`src/rtl/mult_div_unit.sv`:
```
// -----------------------------------------------------------------------------
// mult_div_unit
//
// Multicycle signed multiply/divide unit for the MIPS multicycle datapath.
// The control unit starts an operation with MultControl (mult_start) or
// DivControl (div_start) and waits while busy is high. Results land in the
// Hi/Lo registers read by mfhi/mflo. Internally the unit works on unsigned
// magnitudes and applies sign correction in a final FIX state:
//   IDLE -> MULT | DIV (WIDTH steps, one per clock) -> FIX -> IDLE
//
// Ports
//   clk         in   1      rising-edge clock
//   reset       in   1      asynchronous, active-high reset
//   mult_start  in   1      start signed a*b; sampled only in IDLE (wins over div)
//   div_start   in   1      start signed a/b; sampled only in IDLE
//   a           in   WIDTH  operand A / dividend, captured on the start edge
//   b           in   WIDTH  operand B / divisor, captured on the start edge
//   busy        out  1      operation in progress
//   done        out  1      one-cycle pulse; hi/lo valid from this cycle
//   hi          out  WIDTH  product upper half / remainder
//   lo          out  WIDTH  product lower half / quotient
//   div_zero    out  1      divide-by-zero flag, valid with done
//
// Configuration
//   DIV_ZERO_EXC_EN  when defined, divide by zero skips iteration, raises
//                    div_zero with done one edge after the start and leaves
//                    hi/lo untouched. When undefined, div_zero is tied low and
//                    divide by zero runs the full latency with hi = a and
//                    lo = all ones.
// -----------------------------------------------------------------------------
module mult_div_unit #(
    parameter int unsigned WIDTH = 32
) (
    input  logic             clk,
    input  logic             reset,
    input  logic             mult_start,
    input  logic             div_start,
    input  logic [WIDTH-1:0] a,
    input  logic [WIDTH-1:0] b,
    output logic             busy,
    output logic             done,
    output logic [WIDTH-1:0] hi,
    output logic [WIDTH-1:0] lo,
    output logic             div_zero
);

    localparam int unsigned CntW = $clog2(WIDTH + 1);

    localparam logic [1:0] IDLE = 2'd0;
    localparam logic [1:0] MULT = 2'd1;
    localparam logic [1:0] DIV  = 2'd2;
    localparam logic [1:0] FIX  = 2'd3;

    // State and datapath registers
    logic [1:0]         state_q, state_d;
    logic [CntW-1:0]    cnt_q, cnt_d;
    // Multiply: {partial product high, multiplier / product low}
    // Divide:   {remainder, dividend / quotient}
    logic [2*WIDTH-1:0] acc_q, acc_d;
    // Multiply: |a| (multiplicand). Divide: |b| (divisor).
    logic [WIDTH-1:0]   opnd_q, opnd_d;
    logic               is_div_q, is_div_d;
    logic               neg_res_q, neg_res_d;  // sign(a) ^ sign(b)
    logic               neg_a_q, neg_a_d;      // remainder follows sign(a)
    logic               bzero_q, bzero_d;      // divide with b == 0
    logic [WIDTH-1:0]   hi_q, hi_d;
    logic [WIDTH-1:0]   lo_q, lo_d;
    logic               done_q, done_d;

    // Operand magnitudes. Unsigned result makes |-2^(WIDTH-1)| exact.
    logic [WIDTH-1:0] abs_a, abs_b;
    assign abs_a = a[WIDTH-1] ? -a : a;
    assign abs_b = b[WIDTH-1] ? -b : b;

    logic start_any;
    assign start_any = mult_start | div_start;

    // Shift-add multiply step. The adder carry becomes the new MSB after the
    // right shift, so no product bit is lost.
    logic [WIDTH-1:0]   add_in;
    logic [WIDTH:0]     mult_sum;
    logic [2*WIDTH-1:0] mult_next;
    assign add_in    = acc_q[0] ? opnd_q : '0;
    assign mult_sum  = {1'b0, acc_q[2*WIDTH-1:WIDTH]} + {1'b0, add_in};
    assign mult_next = {mult_sum, acc_q[WIDTH-1:1]};

    // Restoring divide step. shifted = {remainder, next dividend bit}; the
    // trial difference is negative exactly when its top bit is set because
    // the remainder is always below the divisor.
    logic [WIDTH:0]     div_shifted;
    logic [WIDTH:0]     div_trial;
    logic [2*WIDTH-1:0] div_next;
    assign div_shifted = acc_q[2*WIDTH-1:WIDTH-1];
    assign div_trial   = div_shifted - {1'b0, opnd_q};
    always_comb begin
        div_next = '0;
        if (!div_trial[WIDTH]) begin
            div_next = {div_trial[WIDTH-1:0], acc_q[WIDTH-2:0], 1'b1};
        end else begin
            div_next = {div_shifted[WIDTH-1:0], acc_q[WIDTH-2:0], 1'b0};
        end
    end

    // Sign-corrected results
    logic [2*WIDTH-1:0] prod_fix;
    logic [WIDTH-1:0]   quot_fix, rem_fix;
    assign prod_fix = neg_res_q ? -acc_q : acc_q;
    assign quot_fix = neg_res_q ? -acc_q[WIDTH-1:0] : acc_q[WIDTH-1:0];
    assign rem_fix  = neg_a_q ? -acc_q[2*WIDTH-1:WIDTH] : acc_q[2*WIDTH-1:WIDTH];

`ifdef DIV_ZERO_EXC_EN
    logic dz_q, dz_d;
`endif

    always_comb begin
        state_d   = state_q;
        cnt_d     = cnt_q;
        acc_d     = acc_q;
        opnd_d    = opnd_q;
        is_div_d  = is_div_q;
        neg_res_d = neg_res_q;
        neg_a_d   = neg_a_q;
        bzero_d   = bzero_q;
        hi_d      = hi_q;
        lo_d      = lo_q;
        done_d    = 1'b0;
`ifdef DIV_ZERO_EXC_EN
        dz_d      = dz_q;
`endif

        case (state_q)
            IDLE: begin
                if (start_any) begin
                    // Multiply has priority when both strobes are high
                    is_div_d  = ~mult_start;
                    neg_res_d = a[WIDTH-1] ^ b[WIDTH-1];
                    neg_a_d   = a[WIDTH-1];
                    bzero_d   = ~mult_start & (b == '0);
                    cnt_d     = CntW'(WIDTH);
`ifdef DIV_ZERO_EXC_EN
                    dz_d      = 1'b0;
`endif
                    if (mult_start) begin
                        opnd_d  = abs_a;
                        acc_d   = {{WIDTH{1'b0}}, abs_b};
                        state_d = MULT;
                    end else begin
                        opnd_d  = abs_b;
                        acc_d   = {{WIDTH{1'b0}}, abs_a};
                        state_d = DIV;
`ifdef DIV_ZERO_EXC_EN
                        if (b == '0) begin
                            state_d = FIX;
                        end
`endif
                    end
                end
            end

            MULT: begin
                acc_d = mult_next;
                cnt_d = cnt_q - CntW'(1);
                if (cnt_q == CntW'(1)) begin
                    state_d = FIX;
                end
            end

            DIV: begin
                acc_d = div_next;
                cnt_d = cnt_q - CntW'(1);
                if (cnt_q == CntW'(1)) begin
                    state_d = FIX;
                end
            end

            FIX: begin
                state_d = IDLE;
                done_d  = 1'b1;
                if (!is_div_q) begin
                    hi_d = prod_fix[2*WIDTH-1:WIDTH];
                    lo_d = prod_fix[WIDTH-1:0];
                end else begin
`ifdef DIV_ZERO_EXC_EN
                    if (bzero_q) begin
                        // Hi/Lo are left alone; the control unit traps instead
                        dz_d = 1'b1;
                    end else begin
                        hi_d = rem_fix;
                        lo_d = quot_fix;
                    end
`else
                    // With a zero divisor every trial subtract succeeds, so the
                    // remainder ends as |a| and its sign fix restores hi = a.
                    hi_d = rem_fix;
                    lo_d = bzero_q ? {WIDTH{1'b1}} : quot_fix;
`endif
                end
            end

            default: begin
                state_d = IDLE;
            end
        endcase
    end

    always_ff @(posedge clk or posedge reset) begin
        if (reset) begin
            state_q   <= IDLE;
            cnt_q     <= '0;
            acc_q     <= '0;
            opnd_q    <= '0;
            is_div_q  <= 1'b0;
            neg_res_q <= 1'b0;
            neg_a_q   <= 1'b0;
            bzero_q   <= 1'b0;
            hi_q      <= '0;
            lo_q      <= '0;
            done_q    <= 1'b0;
        end else begin
            state_q   <= state_d;
            cnt_q     <= cnt_d;
            acc_q     <= acc_d;
            opnd_q    <= opnd_d;
            is_div_q  <= is_div_d;
            neg_res_q <= neg_res_d;
            neg_a_q   <= neg_a_d;
            bzero_q   <= bzero_d;
            hi_q      <= hi_d;
            lo_q      <= lo_d;
            done_q    <= done_d;
        end
    end

`ifdef DIV_ZERO_EXC_EN
    always_ff @(posedge clk or posedge reset) begin
        if (reset) begin
            dz_q <= 1'b0;
        end else begin
            dz_q <= dz_d;
        end
    end
    assign div_zero = dz_q;
`else
    assign div_zero = 1'b0;
`endif

    assign busy = (state_q != IDLE);
    assign done = done_q;
    assign hi   = hi_q;
    assign lo   = lo_q;

endmodule

```
`config.mk`:
```
export PLATFORM = sky130hd
export DESIGN_NAME = mult_div_unit
export DESIGN_NICKNAME = d
export VERILOG_FILES = /design/src/rtl/mult_div_unit.sv
export SDC_FILE = /design/constraint.sdc
export NUM_CORES = 1
export LEC_CHECK = 0
export ABC_AREA = 1
export CAP_MARGIN = 0
export CORE_MARGIN = 2
export CORE_UTILIZATION = 30
export CTS_CLUSTER_DIAMETER = 120
export DETAILED_ROUTE_END_ITERATION = 8
export MAX_ROUTING_LAYER = met4
export PLACE_DENSITY_LB_ADDON = 0.05
export SLEW_MARGIN = 20
export SYNTH_ARGS = -nofsm -noshare
export SYNTH_HDL_FRONTEND = slang
export SYNTH_SLANG_ARGS = --single-unit
```
`constraint.sdc`:
```
create_clock -name clk -period 6.95 [get_ports clk]
set_clock_uncertainty 0.05 [all_clocks]
set_input_delay 1.0425 -clock clk [delete_from_list [all_inputs] [get_ports clk]]
set_output_delay 1.0425 -clock clk [all_outputs]
set_load 0.05 [all_outputs]
```
# Word-level counts from Yosys, hierarchy flattened
# Cells that the tools add are included.
[op_classes]
addsub = 8
n_mul = 0
div_mod_pow = 0
magnitude_cmp = 0
n_eq_ne = 6
shifts = 0
mux = 21
bitwise_logic = 4
reduce_logical = 10
[ops]
columns = ["cell", "n"]
rows = [
  ["$mux 32", 10],
  ["$mux 64", 3],
  ["$pmux 64 s3", 1],
  ["$neg 32->32", 4],
  ["$neg 64->64", 1],
  ["$add 32x32->33", 1],
  ["$sub 33x32->33", 1],
  ["$logic_not 32->1", 1],
  ["$pmux 6 s2", 1],
  ["$reduce_and 2->1", 4],
  ["$eq 6x1->1 const B", 1],
  ["$mux 2", 3],
  ["$mux 6", 1],
  ["$pmux 2 s3", 1],
  ["$sub 6x1->6 const B", 1],
  ["$eq 2x2->1 const B", 2],
  ["$reduce_bool 2->1", 2],
  ["$reduce_bool 3->1", 1],
  ["$eq 2x1->1 const B", 1],
  ["$logic_not 2->1", 1],
  ["$ne 2x1->1 const B", 1],
  ["$ne 2x2->1 const B", 1],
  ["$reduce_or 2->1", 1],
  ["$and 1x1->1", 1],
  ["other kinds (4)", 4],
]
[totals]
regBits = 173
latchBits = 0
ram_bits = 0
mem_bits_ro = 0
input_bits = 68
output_inout_bits = 67
elab_cells = 60
n_memories = 0

# Depth between registers and ports, before layout
# Gate-level depths: netlist of run 1.
[depth]
word_depth = 5
ltp_mapped = 22
depth_no_buf = 20

# Worst setup path before layout of run 1
# OpenSTA, ideal clock, no wires.
[synth_path]
path_kind = "reg-to-reg"
startpoint = "reg acc_q[0]"
endpoint = "reg acc_q[53]"
setup_ns = 0.117
arrival_ns = 2.444
required_ns = 6.783
path_slack_ns = 4.340
path_stages_with_launch = 22
path_cell_list = "dfrtp_1 > clkbuf_1 > clkbuf_1 > nand2_1 > inv_1 > ha_1 > inv_1 > fa_1 > inv_1 > nand3_1 > nand2_1 > nand3_1 > nand2_1 > nand3_1 > nand2_1 > nand2_1 > nand2_1 > nand2_1 > nand3_1 > nand2_1 > nand2_1 > nand2_1"
[synth_via]
elab_chain_cells = 3
[synth_rtl]
columns = ["element", "line", "text"]
rows = [
  ["start, declared", "59", "logic [2*WIDTH-1:0] acc_q, acc_d;"],
  ["start signal, assigned", "210", "acc_q <= '0;"],
  ["start signal, assigned", "222", "acc_q <= acc_d;"],
  ["$mux 32", "83", "assign add_in = acc_q[0] ? opnd_q : '0;"],
  ["$add 32x32->33", "84", "assign mult_sum = {1'b0, acc_q[2*WIDTH-1:WIDTH]} + {1'b0, add_in};"],
  ["$pmux 64 s3", "131", "case (state_q)"],
]
# Every way passes these cells.
# A chain may end at the register's enable or synchronous reset.

# Worst setup path in the final report of run 1
[layout_path]
startpoint = "in mult_start"
endpoint = "reg cnt_q[5]"
[layout_via]
elab_chain_cells = 3
[layout_rtl]
columns = ["element", "line", "text"]
rows = [
  ["start, declared", "36", "input logic mult_start,"],
  ["$or 1x1->1", "76", "assign start_any = mult_start | div_start;"],
  ["$ne 2x2->1 (no line)", "n/a", ""],
  ["$reduce_and 2->1 (no line)", "n/a", ""],
  ["end signal, assigned", "221", "cnt_q <= cnt_d;"],
  ["end, declared", "56", "logic [CntW-1:0] cnt_q, cnt_d;"],
]
# Every way passes these cells.

==> results of run 1 <==
## worst max path at each step
| stage | endpoint | cells past startpoint | start |
|---|---|---|---|
| 6_report | cnt_q[5] | 12 | mult_start |
| 5_1_grt | cnt_q[5] | 12 | mult_start |
| 4_1_cts | cnt_q[5] | 12 | mult_start |
| 3_5_place_dp | cnt_q[5] | 12 | mult_start |
| 3_3_place_gp | cnt_q[5] | 12 | mult_start |
| 2_1_floorplan | acc_q[0] | 1 | reset |
## power by group through the flow
stage | registers (mW) | clock network (mW) | logic (mW)
floorplan | 2.47 | 0 | 4.78
global placement | 2.14 | 0 | 7.86
detailed placement | 2.14 | 0 | 7.87
CTS | 2.13 | 1.06 | 7.90
global route | 2.18 | 1.10 | 8.73
finish | 2.12 | 1.02 | 7.86
## through the flow
| step | worst slack (ps) | instance area (µm²) |
|---|---|---|
| 6_report | 3490 | 20200 |
| 5_1_grt | 3270 | 20200 |
| 2_1_floorplan | 1170 | 17600 |
| 4_1_cts | 3520 | 20200 |
| 3_3_place_gp | 2910 | 19600 |
| 3_5_place_dp | 2970 | 19600 |
## area by class of cell
| cell class | count | share of cell area [%] |
|---|---|---|
| Multi-Input combinational cell | 2317 | 55.6 |
| Sequential cell | 173 | 21.4 |
| Inverter | 425 | 7.91 |
| Timing Repair Buffer | 149 | 7.24 |
| Tap cell | 765 | 4.73 |
| Clock buffer | 17 | 2.10 |
| Clock inverter | 15 | 0.977 |
## cell usage in the layout, fill, tap and decap left out, types with 4 or more instances in the layout
master / n
sky130_fd_sc_hd__nand2_2: 7
sky130_fd_sc_hd__o21bai_1: 6
sky130_fd_sc_hd__nand4_1: 24
sky130_fd_sc_hd__nor3_1: 34
sky130_fd_sc_hd__nand3b_1: 28
sky130_fd_sc_hd__o22ai_1: 30
sky130_fd_sc_hd__o221ai_1: 12
sky130_fd_sc_hd__xor2_1: 44
sky130_fd_sc_hd__o21ai_1: 4
sky130_fd_sc_hd__nand2_1: 1024
sky130_fd_sc_hd__clkbuf_16: 17
sky130_fd_sc_hd__clkdlybuf4s50_1: 133
sky130_fd_sc_hd__clkinv_1: 4
sky130_fd_sc_hd__nor2_1: 296
sky130_fd_sc_hd__a22oi_1: 17
sky130_fd_sc_hd__or2_2: 14
sky130_fd_sc_hd__xnor2_1: 12
sky130_fd_sc_hd__nand3_1: 318
sky130_fd_sc_hd__inv_2: 5
sky130_fd_sc_hd__o21a_1: 6
sky130_fd_sc_hd__ha_1: 72
sky130_fd_sc_hd__nor2_2: 8
sky130_fd_sc_hd__a21oi_1: 151
sky130_fd_sc_hd__o21ai_0: 127
sky130_fd_sc_hd__clkinv_8: 7
sky130_fd_sc_hd__dfrtp_1: 173
sky130_fd_sc_hd__buf_4: 15
sky130_fd_sc_hd__o31ai_1: 4
sky130_fd_sc_hd__inv_1: 415
sky130_fd_sc_hd__a31oi_1: 23
sky130_fd_sc_hd__o211ai_1: 19
## worst reg2reg max path, cell delays in order (launching register included)
cell and delay [ps]:
sky130_fd_sc_hd__dfrtp_1 400, sky130_fd_sc_hd__clkinv_1 320, sky130_fd_sc_hd__ha_1 330, sky130_fd_sc_hd__inv_1 140
sky130_fd_sc_hd__fa_1 280, sky130_fd_sc_hd__nand3_1 110, sky130_fd_sc_hd__nand3_2 120, sky130_fd_sc_hd__nand2_1 80
sky130_fd_sc_hd__nand2_2 100, sky130_fd_sc_hd__nand2_2 70, sky130_fd_sc_hd__nand2_2 90, sky130_fd_sc_hd__nand2_4 80
sky130_fd_sc_hd__nand2_2 110, sky130_fd_sc_hd__nand2_2 180, sky130_fd_sc_hd__nand3_1 370, sky130_fd_sc_hd__nand2_1 90
sky130_fd_sc_hd__nand2_1 70, sky130_fd_sc_hd__nand2_1 50, sky130_fd_sc_hd__nand2_1 60, sky130_fd_sc_hd__nand2_1 70
## routing by layer
metal	GRT usage (%)	up-vias
met5	-	-
met4	7.99	0
met3	2.77	87
met2	46.4	522
met1	34.2	9328
li1	-	9816
## flip-flops by register name, indices dropped and copies added (netlist names)
name / count
state_q: 2
neg_res_q: 1
acc_q: 64
bzero_q: 1
hi: 32
lo: 32
is_div_q: 1
cnt_q: 6
opnd_q: 32
done: 1
neg_a_q: 1
## cell families (layout without fill, tap and decap cells)
family                   after synthesis  count (layout)  share of synthesized area [%]
AND/OR/NAND/NOR                     1774            1774                           42.4
buffers and inverters                520             606                           11.4
AO/OA/AOI/OAI                        410             410                           13.3
flip-flops                           173             173                           24.6
adder cells (fa/ha/maj)               76              76                           5.50
XOR/XNOR                              56              56                           2.79
other                                  1               1                         0.0213
==> summary.txt, run 1 <==
Route
  – Sum of routed wire length over all layers: roughly 80000 µm
  – Residual antenna-violating net count after detailed routing: 0
  – Average wire per standard cell: 20.6 µm
  – Via-per-instance ratio: 5.12
  – Number of design rule violations left after detail routing: 0
  – Vias: roughly 20000
  – Drt first pass iters: 5
  – Wire length on met1: between 30000 and 40000 µm
  – Number of violations reported at the end of detailed-routing iteration 0: roughly 1600
  – Met2 wire length: between 30000 and 40000 µm
  – Topmost layer with routed signal wires: met4
  – Met3 Wirelength: ~3000 µm

Min path
  – Hold endpoint: hi[21]
  – Hold Crit Start: hi[21]
  – Worst hold path class: reg2reg
  – Cell depth of the worst hold path: 2

Yosys
  – Post-Synthesis Net Count: between 3000 and 4000
  – Top cell type by total area after synthesis: sky130_fd_sc_hd__dfrtp_1
  – Post-synth top flop: sky130_fd_sc_hd__dfrtp_1
  – Synth Instances: approximately 3000
  – Area fraction of the dominant cell type after synthesis: about a quarter
  – Mean instance size in the synthesized netlist: 5.84 µm²
  – Total of warnings raised by yosys: 0
  – FFs w/ async S/R, synth: 100%
  – Number of enable-type register cells in the synthesized netlist: 0
  – Summed instance area of the synthesized netlist: between 15000 and 20000 µm²
  – Cell with the most instances after synthesis: sky130_fd_sc_hd__nand2_1
  – Share of synthesized area occupied by flip-flops and latches: about a quarter
  – Yosys cell types: 51
  – Yosys reg bits: about 170
  – Cell types with the highest counts after synthesis: sky130_fd_sc_hd__nand2_1, sky130_fd_sc_hd__inv_1, sky130_fd_sc_hd__nand3_1
  – Main area contributors after synthesis: sky130_fd_sc_hd__dfrtp_1, sky130_fd_sc_hd__nand2_1, sky130_fd_sc_hd__nand3_1, sky130_fd_sc_hd__inv_1, sky130_fd_sc_hd__nor2_1

Critical path
  – Biggest fanout along the worst timing path: 71
  – Worst-path cell chain: clkdlybuf4s50_1, buf_4, inv_1, a21oi_2, nor2_4, buf_4, inv_2, nand3_1, nor2_1, inv_1, o21ai_1, nand3b_1
  – Crit path buf inv count: 6
  – Maximum single-stage delay on the critical path: approximately 500 ps
  – Worst reg2reg path endpoint: acc_q[58]
  – Data arrival time of the critical path: ~3800 ps
  – Data required time of the worst path: about 7300 ps
  – Sort of element at the end of the critical path: flip-flop
  – Path type of the worst setup path: in2reg
  – Cell count of the worst reg-to-reg path: 19
  – Startpoint of the worst-slack reg-to-reg timing path: acc_q[31]
  – Critical path's top delay family: buffers and inverters
  – Register-to-register setup slack: approximately 3700 ps
  – Library cell contributing the largest single delay on the critical path: sky130_fd_sc_hd__inv_2
  – Critical path launch point type: primary input

Power and ir drop
  – Clk pwr share: a little under a tenth
  – Combinational group share of total power: between 70% and 80%
  – Sum of internal, switching and leakage power: around 11 mW
  – Switching share of total power: 60.8%
  – Portion of total power attributed to sequential cells: 19.3%
  – Net load switching power: 6.68 mW
  – Internal power: approximately 4.3 mW
  – Cell area power density: between 500 and 600 nW/µm²
  – Leakage component of the power: roughly 10 nW
  – Maximum vdd ir drop: roughly 0.29 mV

Timing
  – Post-layout min period: around 3500 ps
  – Final worst path period share: about half
  – Worst relative slew slack: 24.7%
  – Setup repair after global routing missed its margin: false
  – Number of pins exceeding their max-slew limit in the final report: 0
  – Maximum clock rate: roughly 290 MHz
  – Fin. Hold Viols: 0
  – Transition at the pin with the smallest max-transition slack: around 1100 ps
  – Final setup vio count: 0
  – Minimum hold slack: 433 ps
  – Post-Route Setup TNS: 0 ps

Cells and area
  – P&R area growth vs syn: 15.1%
  – Cell Count, Final, Fillers Out: a little under 4000
  – Area of the multi-input gates: 11300 µm²
  – Fraction of layout cells with a size suffix above 1: between 3 and 4%
  – Number of filler cells placed in the layout: roughly 6600
  – Finished Core Util: a little over a third
  – Sequential cell area: between 4000 and 5000 µm²
  – Total Nets Final: 3227
  – Count of antenna diodes in the layout: 0

Clock network
  – Clock tree from TritonCTS: built
  – Buffer levels on the longest clock path: 2
  – Post CTS Setup Buffer Count: 0
  – Count of hold buffers inserted by post-cts repair: 0
  – Clk pin slew, worst setup/hold paths: around 80 ps
  – Number of sinks handled by clock tree synthesis: 173
  – Clk Latency, worst-skew pair: 500 ps
  – H-tree levels: 4
  – Clock buffers created by TritonCTS: 17
  – Number of gates resized after CTS: 0
  – Cell at the root of the clock tree: sky130_fd_sc_hd__clkbuf_16

Global routing
  – Number of global-route vias before repair: 19099
  – Wire length of the first global-routing pass: between 100000 and 150000 µm
  – Total congestion overflow: 0
  – Largest net degree at the start of global routing: 116
  – Antenna violations before repair: 0
  – Global Route Usage Sum: between 20% and 30%

Die
  – Die area: approximately 60000 µm²
  – Number of ports placed on the die boundary: ~140
  – Height of the die: 246 µm
  – Initial Util: a little under a third
  – Die Wd: between 200 and 250 µm
  – Number of cell rows: 88
  – Placeable core region: roughly 58000 µm²

Placement
  – Half-perimeter wire length after detailed placement: roughly 65000 µm
  – Final weighted congestion in routability-driven placement: around 0.97
  – Number of I/O port buffers: 133
  – DP Cell Count: between 3000 and 4000

Flow run
  – Max Cap Violations: 0

Run status
  – Outcome: finished, final reports clean
(Power assumes the default switching activity.)
==> run 2: changes to the inputs <==
- clock period: 6.95 -> 3.2 ns (I/O delays scaled with it)
==> summary.txt, run 2 (synthesis gave the netlist of run 1 again) <==
Placement
  – Worst-case setup slack after placement: -50.7 ps
  – DP Cell Count: about 3900
  – Final weighted congestion in routability-driven placement: 0.957
  – Number of I/O port buffers: approximately 130
  – Area of placed instances: around 20000 µm²
  – Half-perimeter wire length after detailed placement: between 70000 and 80000 µm

Clock network
  – Cell at the root of the clock tree: sky130_fd_sc_hd__clkbuf_16
  – Clk pin slew, worst setup/hold paths: 80 ps
  – Buffer levels on the longest clock path: 2
  – H-tree levels: 4
  – Clk Latency, worst-skew pair: around 500 ps
  – Post CTS Setup Buffer Count: 0
  – Number of sinks handled by clock tree synthesis: roughly 170
  – Clock buffers created by TritonCTS: 17
  – Clock tree from TritonCTS: built

Cells and area
  – Most common cell after layout, fill and taps aside: sky130_fd_sc_hd__nand2_1
  – Count of antenna diodes in the layout: 0
  – Finished layout cell area: 20900 µm²
  – Max FFs per register: 64
  – Commonest cells after routing, fill and taps aside: sky130_fd_sc_hd__nand2_1, sky130_fd_sc_hd__inv_1, sky130_fd_sc_hd__nand3_1
  – Most flops, register: acc_q
  – Number of filler cells placed in the layout: around 6500
  – P&R area growth vs syn: 19.1%
  – Cell Count, Final, Fillers Out: a little under 4000
  – Total Nets Final: between 3000 and 4000
  – Area of the multi-input gates: between 10000 and 15000 µm²
  – Sequential cell area: 4330 µm²
  – Fraction of layout cells with a size suffix above 1: 5.90%

Timing
  – Post-route worst setup slack: slightly below 200 ps
  – Maximum clock rate: between 300 and 400 MHz
  – Transition at the pin with the smallest max-transition slack: between 900 and 1000 ps
  – Final worst path period share: ~94%
  – Number of pins exceeding their max-slew limit in the final report: 0
  – Worst relative slew slack: 37.0%
  – Setup repair after global routing missed its margin: false
  – Post-Route Setup TNS: 0 ps
  – Final setup vio count: 0
  – Fin. Hold Viols: 0
  – Post-layout min period: approximately 3000 ps

Global routing
  – Number of global-route vias before repair: approximately 20000
  – Total congestion overflow: 0
  – Antenna violations before repair: 1
  – Largest net degree at the start of global routing: between 40 and 50
  – Wire length of the first global-routing pass: around 120000 µm
  – Global Route Usage Sum: between 20% and 30%

Critical path
  – Path type of the worst setup path: reg2reg
  – Biggest fanout along the worst timing path: 21
  – Worst-path cell chain: clkinv_1, ha_1, inv_1, fa_1, nand3_1, nand3_2, nand2_1, nand2_2, nand2_2, nand2_2, nand2_4, nand2_2, nand2_4, nand2_8, nand2_1, nand3_1, nand2_1, nand2_1, nand2_1
  – Critical path launch point type: flip-flop
  – Crit path buf inv count: 2
  – Library cell contributing the largest single delay on the critical path: sky130_fd_sc_hd__dfrtp_1
  – Most Frequent Cell on Critical Path: sky130_fd_sc_hd__nand2_1
  – Data arrival time of the critical path: 3390 ps
  – Maximum single-stage delay on the critical path: 450 ps
  – Data required time of the worst path: approximately 3600 ps
  – Critical path's top delay family: simple AND/OR/NAND/NOR gates
  – Sort of element at the end of the critical path: flip-flop

Die
  – Die area: ~61000 µm²
  – Initial Util: a little under a third
  – Number of ports placed on the die boundary: between 100 and 150
  – Die Wd: 246 µm
  – Number of cell rows: 88
  – Placeable core region: a little under 60000 µm²
  – Height of the die: 246 µm

Route
  – Vias: around 20000
  – Sum of routed wire length over all layers: between 80000 and 90000 µm
  – Drt first pass iters: 6
  – Via-per-instance ratio: 5.12
  – Residual antenna-violating net count after detailed routing: 0
  – Number of violations reported at the end of detailed-routing iteration 0: ~1800
  – Number of design rule violations left after detail routing: 0
  – Average wire per standard cell: roughly 22 µm

Min path
  – Worst hold path class: in2async

Power and ir drop
  – Switching share of total power: between 60% and 70%
  – Net load switching power: roughly 15 mW
  – Combinational group share of total power: between 70% and 80%
  – Cell area power density: about 1200 nW/µm²
  – Leakage component of the power: 10.9 nW
  – Clk pwr share: under 10%
  – Portion of total power attributed to sequential cells: 17.6%
  – Maximum vdd ir drop: 0.667 mV
  – Sum of internal, switching and leakage power: approximately 25 mW
  – Internal power: roughly 9.9 mW

Run status
  – Outcome: finished, final reports clean

Flow run
  – Max Cap Violations: 0
-- run 2: worst paths after layout --
path / from / to / slack [ps] / cells after the start
max: acc_q[31] / acc_q[53] / 190 / 19
min reg2reg: hi[27] / hi[27] / 430 / 2
max in group asynchronous: reset / acc_q[9] / 1940 / 3
min: reset / hi[24] / 410 / 2
min in group clk: hi[27] / hi[27] / 430 / 2
max reg2reg: acc_q[31] / acc_q[53] / 190 / 19
-- run 2: per-layer routing --
layer	vias to the layer above	part of all wire [%]	track usage (%)
met5	-	0	-
met1	9571	44	35.9
met3	94	3.7	1.95
met2	571	49	49.1
met4	0	3.9	12.0
li1	9983	-	-
-- run 2: layout make-up --
| cell class | instances | area share (%) |
|---|---|---|
| Multi-Input combinational cell | 2317 | 53.8 |
| Sequential cell | 173 | 20.7 |
| Timing Repair Buffer | 237 | 10.3 |
| Inverter | 425 | 7.64 |
| Tap cell | 765 | 4.57 |
| Clock buffer | 18 | 2.05 |
| Clock inverter | 14 | 0.914 |
-- run 2: stage by stage --
stage               hold slack, ps  util [%]
detailed placement             419      35.1
global placement               415      35.1
floorplan                      403         -
global route                   453      36.2
finish                         409      36.2
CTS                            418      36.2
-- run 2: power by group through the flow --
stage / Clock, mW / Combinational [mW] / Sequential, mW
2_1_floorplan: 0 / 10.4 / 5.37
3_3_place_gp: 0 / 18.0 / 4.43
3_5_place_dp: 0 / 18.0 / 4.44
4_1_cts: 2.40 / 18.1 / 4.41
5_1_grt: 2.46 / 19.9 / 4.48
6_report: 2.34 / 18.1 / 4.38
-- run 2: worst register-to-register path: stages (launching register included) --
cell,delay [ps]
sky130_fd_sc_hd__dfrtp_1,450
sky130_fd_sc_hd__clkinv_1,90
sky130_fd_sc_hd__ha_1,200
sky130_fd_sc_hd__inv_1,100
sky130_fd_sc_hd__fa_1,450
sky130_fd_sc_hd__nand3_1,110
sky130_fd_sc_hd__nand3_2,130
sky130_fd_sc_hd__nand2_1,100
sky130_fd_sc_hd__nand2_2,90
sky130_fd_sc_hd__nand2_2,80
sky130_fd_sc_hd__nand2_2,70
sky130_fd_sc_hd__nand2_4,110
sky130_fd_sc_hd__nand2_2,90
sky130_fd_sc_hd__nand2_4,230
sky130_fd_sc_hd__nand2_8,190
sky130_fd_sc_hd__nand2_1,120
sky130_fd_sc_hd__nand3_1,70
sky130_fd_sc_hd__nand2_1,80
sky130_fd_sc_hd__nand2_1,50
sky130_fd_sc_hd__nand2_1,80
-- run 2: what timing repair did --
action                     CTS  global route
hold buffers                 0             0
setup endpoints to repair    0            19
gates resized for setup      0             3
==> run 3: changes to the inputs <==
- CTS_BUF_LIST: not set -> sky130_fd_sc_hd__clkbuf_8
- CTS_CLUSTER_DIAMETER: 120 -> not set
==> summary.txt, run 3 (synthesis gave the netlist of run 1 again) <==
Timing
  – Maximum clock rate: between 300 and 400 MHz
  – Transition at the pin with the smallest max-transition slack: 938 ps
  – Post-layout min period: roughly 3000 ps
  – Final worst path period share: between 90% and 100%
  – Number of pins exceeding their max-slew limit in the final report: 0
  – Minimum hold slack: 321 ps
  – Setup repair after global routing missed its margin: false
  – Fin. Hold Viols: 0
  – Final setup vio count: 0
  – Worst relative slew slack: between 30% and 40%

Cells and area
  – Fraction of layout cells with a size suffix above 1: 5.90%
  – Max FFs per register: 64
  – Most common cell after layout, fill and taps aside: sky130_fd_sc_hd__nand2_1
  – Total Nets Final: between 3000 and 4000
  – Finished layout cell area: between 20000 and 25000 µm²
  – P&R area growth vs syn: 18.1%
  – Commonest cells after routing, fill and taps aside: sky130_fd_sc_hd__nand2_1, sky130_fd_sc_hd__inv_1, sky130_fd_sc_hd__nand3_1
  – Finished Core Util: 35.9%
  – Number of filler cells placed in the layout: around 6600
  – Most flops, register: acc_q
  – Cell Count, Final, Fillers Out: between 3000 and 4000

Die
  – Placeable core region: slightly below 60000 µm²
  – Number of cell rows: just under 90
  – Initial Util: a little under a third
  – Die Wd: between 200 and 250 µm
  – Number of ports placed on the die boundary: 135
  – Die area: slightly above 60000 µm²
  – Height of the die: around 250 µm

Route
  – Number of violations reported at the end of detailed-routing iteration 0: approximately 1700
  – Average wire per standard cell: around 22 µm
  – Sum of routed wire length over all layers: 85600 µm
  – Number of design rule violations left after detail routing: 0
  – Drt first pass iters: 5
  – Vias: 20296
  – Residual antenna-violating net count after detailed routing: 0
  – Via-per-instance ratio: 5.14

Clock network
  – Number of sinks handled by clock tree synthesis: roughly 170
  – Cell at the root of the clock tree: sky130_fd_sc_hd__clkbuf_8
  – H-tree levels: 4
  – Clk pin slew, worst setup/hold paths: around 120 ps
  – Count of hold buffers inserted by post-cts repair: 0
  – Buffer levels on the longest clock path: 2
  – Post CTS Setup Buffer Count: 0
  – Clk Latency, worst-skew pair: between 500 and 600 ps
  – Clock tree from TritonCTS: built
  – Clock buffers created by TritonCTS: 17

Power and ir drop
  – Clk pwr share: 7.5%
  – Combinational group share of total power: ~75%
  – Leakage component of the power: between 10 and 15 nW
  – Sum of internal, switching and leakage power: 24.3 mW
  – Net load switching power: between 10 and 15 mW
  – Maximum vdd ir drop: about 0.67 mV
  – Internal power: 9.44 mW
  – Portion of total power attributed to sequential cells: 18.0%
  – Switching share of total power: 61.2%
  – Cell area power density: around 1200 nW/µm²

Placement
  – Area of placed instances: 20300 µm²
  – DP Cell Count: approximately 3900
  – Half-perimeter wire length after detailed placement: around 70000 µm
  – Number of I/O port buffers: between 100 and 150
  – Final weighted congestion in routability-driven placement: approximately 0.96

Critical path
  – Biggest fanout along the worst timing path: 21
  – Critical path launch point type: flip-flop
  – Path type of the worst setup path: reg2reg
  – Data arrival time of the critical path: 3470 ps
  – Sort of element at the end of the critical path: flip-flop
  – Cell count of the worst reg-to-reg path: 19
  – Data required time of the worst path: between 3000 and 4000 ps

Flow run
  – Max Cap Violations: 0

Global routing
  – Wire length of the first global-routing pass: between 100000 and 150000 µm
  – Antenna violations before repair: 2
  – Global Route Usage Sum: 29.0%
  – Number of global-route vias before repair: around 20000
  – Largest net degree at the start of global routing: 44
  – Total congestion overflow: 0

Min path
  – Worst hold path class: in2async

Run status
  – Outcome: finished, final reports clean
## run 3: cell types whose count changed in the layout (fill, tap and decap cells not counted), sizes merged
| cell | previous run | this run |
|---|---|---|
| clkbuf | 18 | 17 |
| inv | 428 | 429 |
| diode | 0 | 2 |
## run 3: cell type report
type,instances,area (µm²),share of cell area [%]
antenna,2,5.00,0.0241
clock buffer,17,234,1.13
clock inverter,15,195,0.940
inverter,425,1600,7.70
multi-input combinational,2317,11300,54.3
sequential,173,4330,20.9
tap,765,957,4.61
timing repair buffer,237,2160,10.4
## run 3: power groups by stage
stage | Combinational (mW) | Sequential (mW) | Clock (mW)
global route | 19.9 | 4.48 | 1.94
finish | 18.1 | 4.38 | 1.82
floorplan | 10.4 | 5.37 | 0
detailed placement | 18.0 | 4.44 | 0
CTS | 18.1 | 4.40 | 1.88
global placement | 18.0 | 4.43 | 0
## run 3: per-layer routing
layer,vias up,GRT usage (%),wire [µm]
met3,105,2.30,3550
met4,0,12.1,3460
met2,606,49.0,41600
met5,-,-,0
met1,9599,35.8,37000
li1,9986,-,-
## run 3: final timing paths
path / to / slack [ps] / start
worst min-delay path: hi[24] / 320 / reset
worst min register to register: hi[6] / 440 / hi[6]
min in group clk: hi[6] / 440 / hi[6]
worst max register to register: acc_q[53] / 200 / acc_q[31]
max in group asynchronous: acc_q[28] / 2030 / reset
worst max-delay path: acc_q[53] / 200 / acc_q[31]
## run 3: worst max-delay path, cell delays in order, from the launching register on
cell,delay [ps]
sky130_fd_sc_hd__dfrtp_1,460
sky130_fd_sc_hd__clkinv_1,90
sky130_fd_sc_hd__ha_1,200
sky130_fd_sc_hd__inv_1,100
sky130_fd_sc_hd__fa_1,450
sky130_fd_sc_hd__nand3_1,110
sky130_fd_sc_hd__nand3_2,130
sky130_fd_sc_hd__nand2_1,100
sky130_fd_sc_hd__nand2_2,90
sky130_fd_sc_hd__nand2_2,80
sky130_fd_sc_hd__nand2_2,70
sky130_fd_sc_hd__nand2_4,110
sky130_fd_sc_hd__nand2_2,90
sky130_fd_sc_hd__nand2_4,230
sky130_fd_sc_hd__nand2_8,180
sky130_fd_sc_hd__nand2_1,100
sky130_fd_sc_hd__nand3_1,70
sky130_fd_sc_hd__nand2_1,80
sky130_fd_sc_hd__nand2_1,50
sky130_fd_sc_hd__nand2_1,70
## run 3: through the flow
stage          TNS [ps]  setup WS (ps)
6_report              0            198
2_1_floorplan         0            459
5_1_grt               0           6.36
3_3_place_gp      -73.0          -67.1
4_1_cts               0            144
3_5_place_dp      -73.2          -50.7
## run 3: what timing repair did
item / CTS / global route
endpoints found under the hold margin: 0 / 0
gates resized for setup: 0 / 3
setup endpoints to repair: 0 / 17
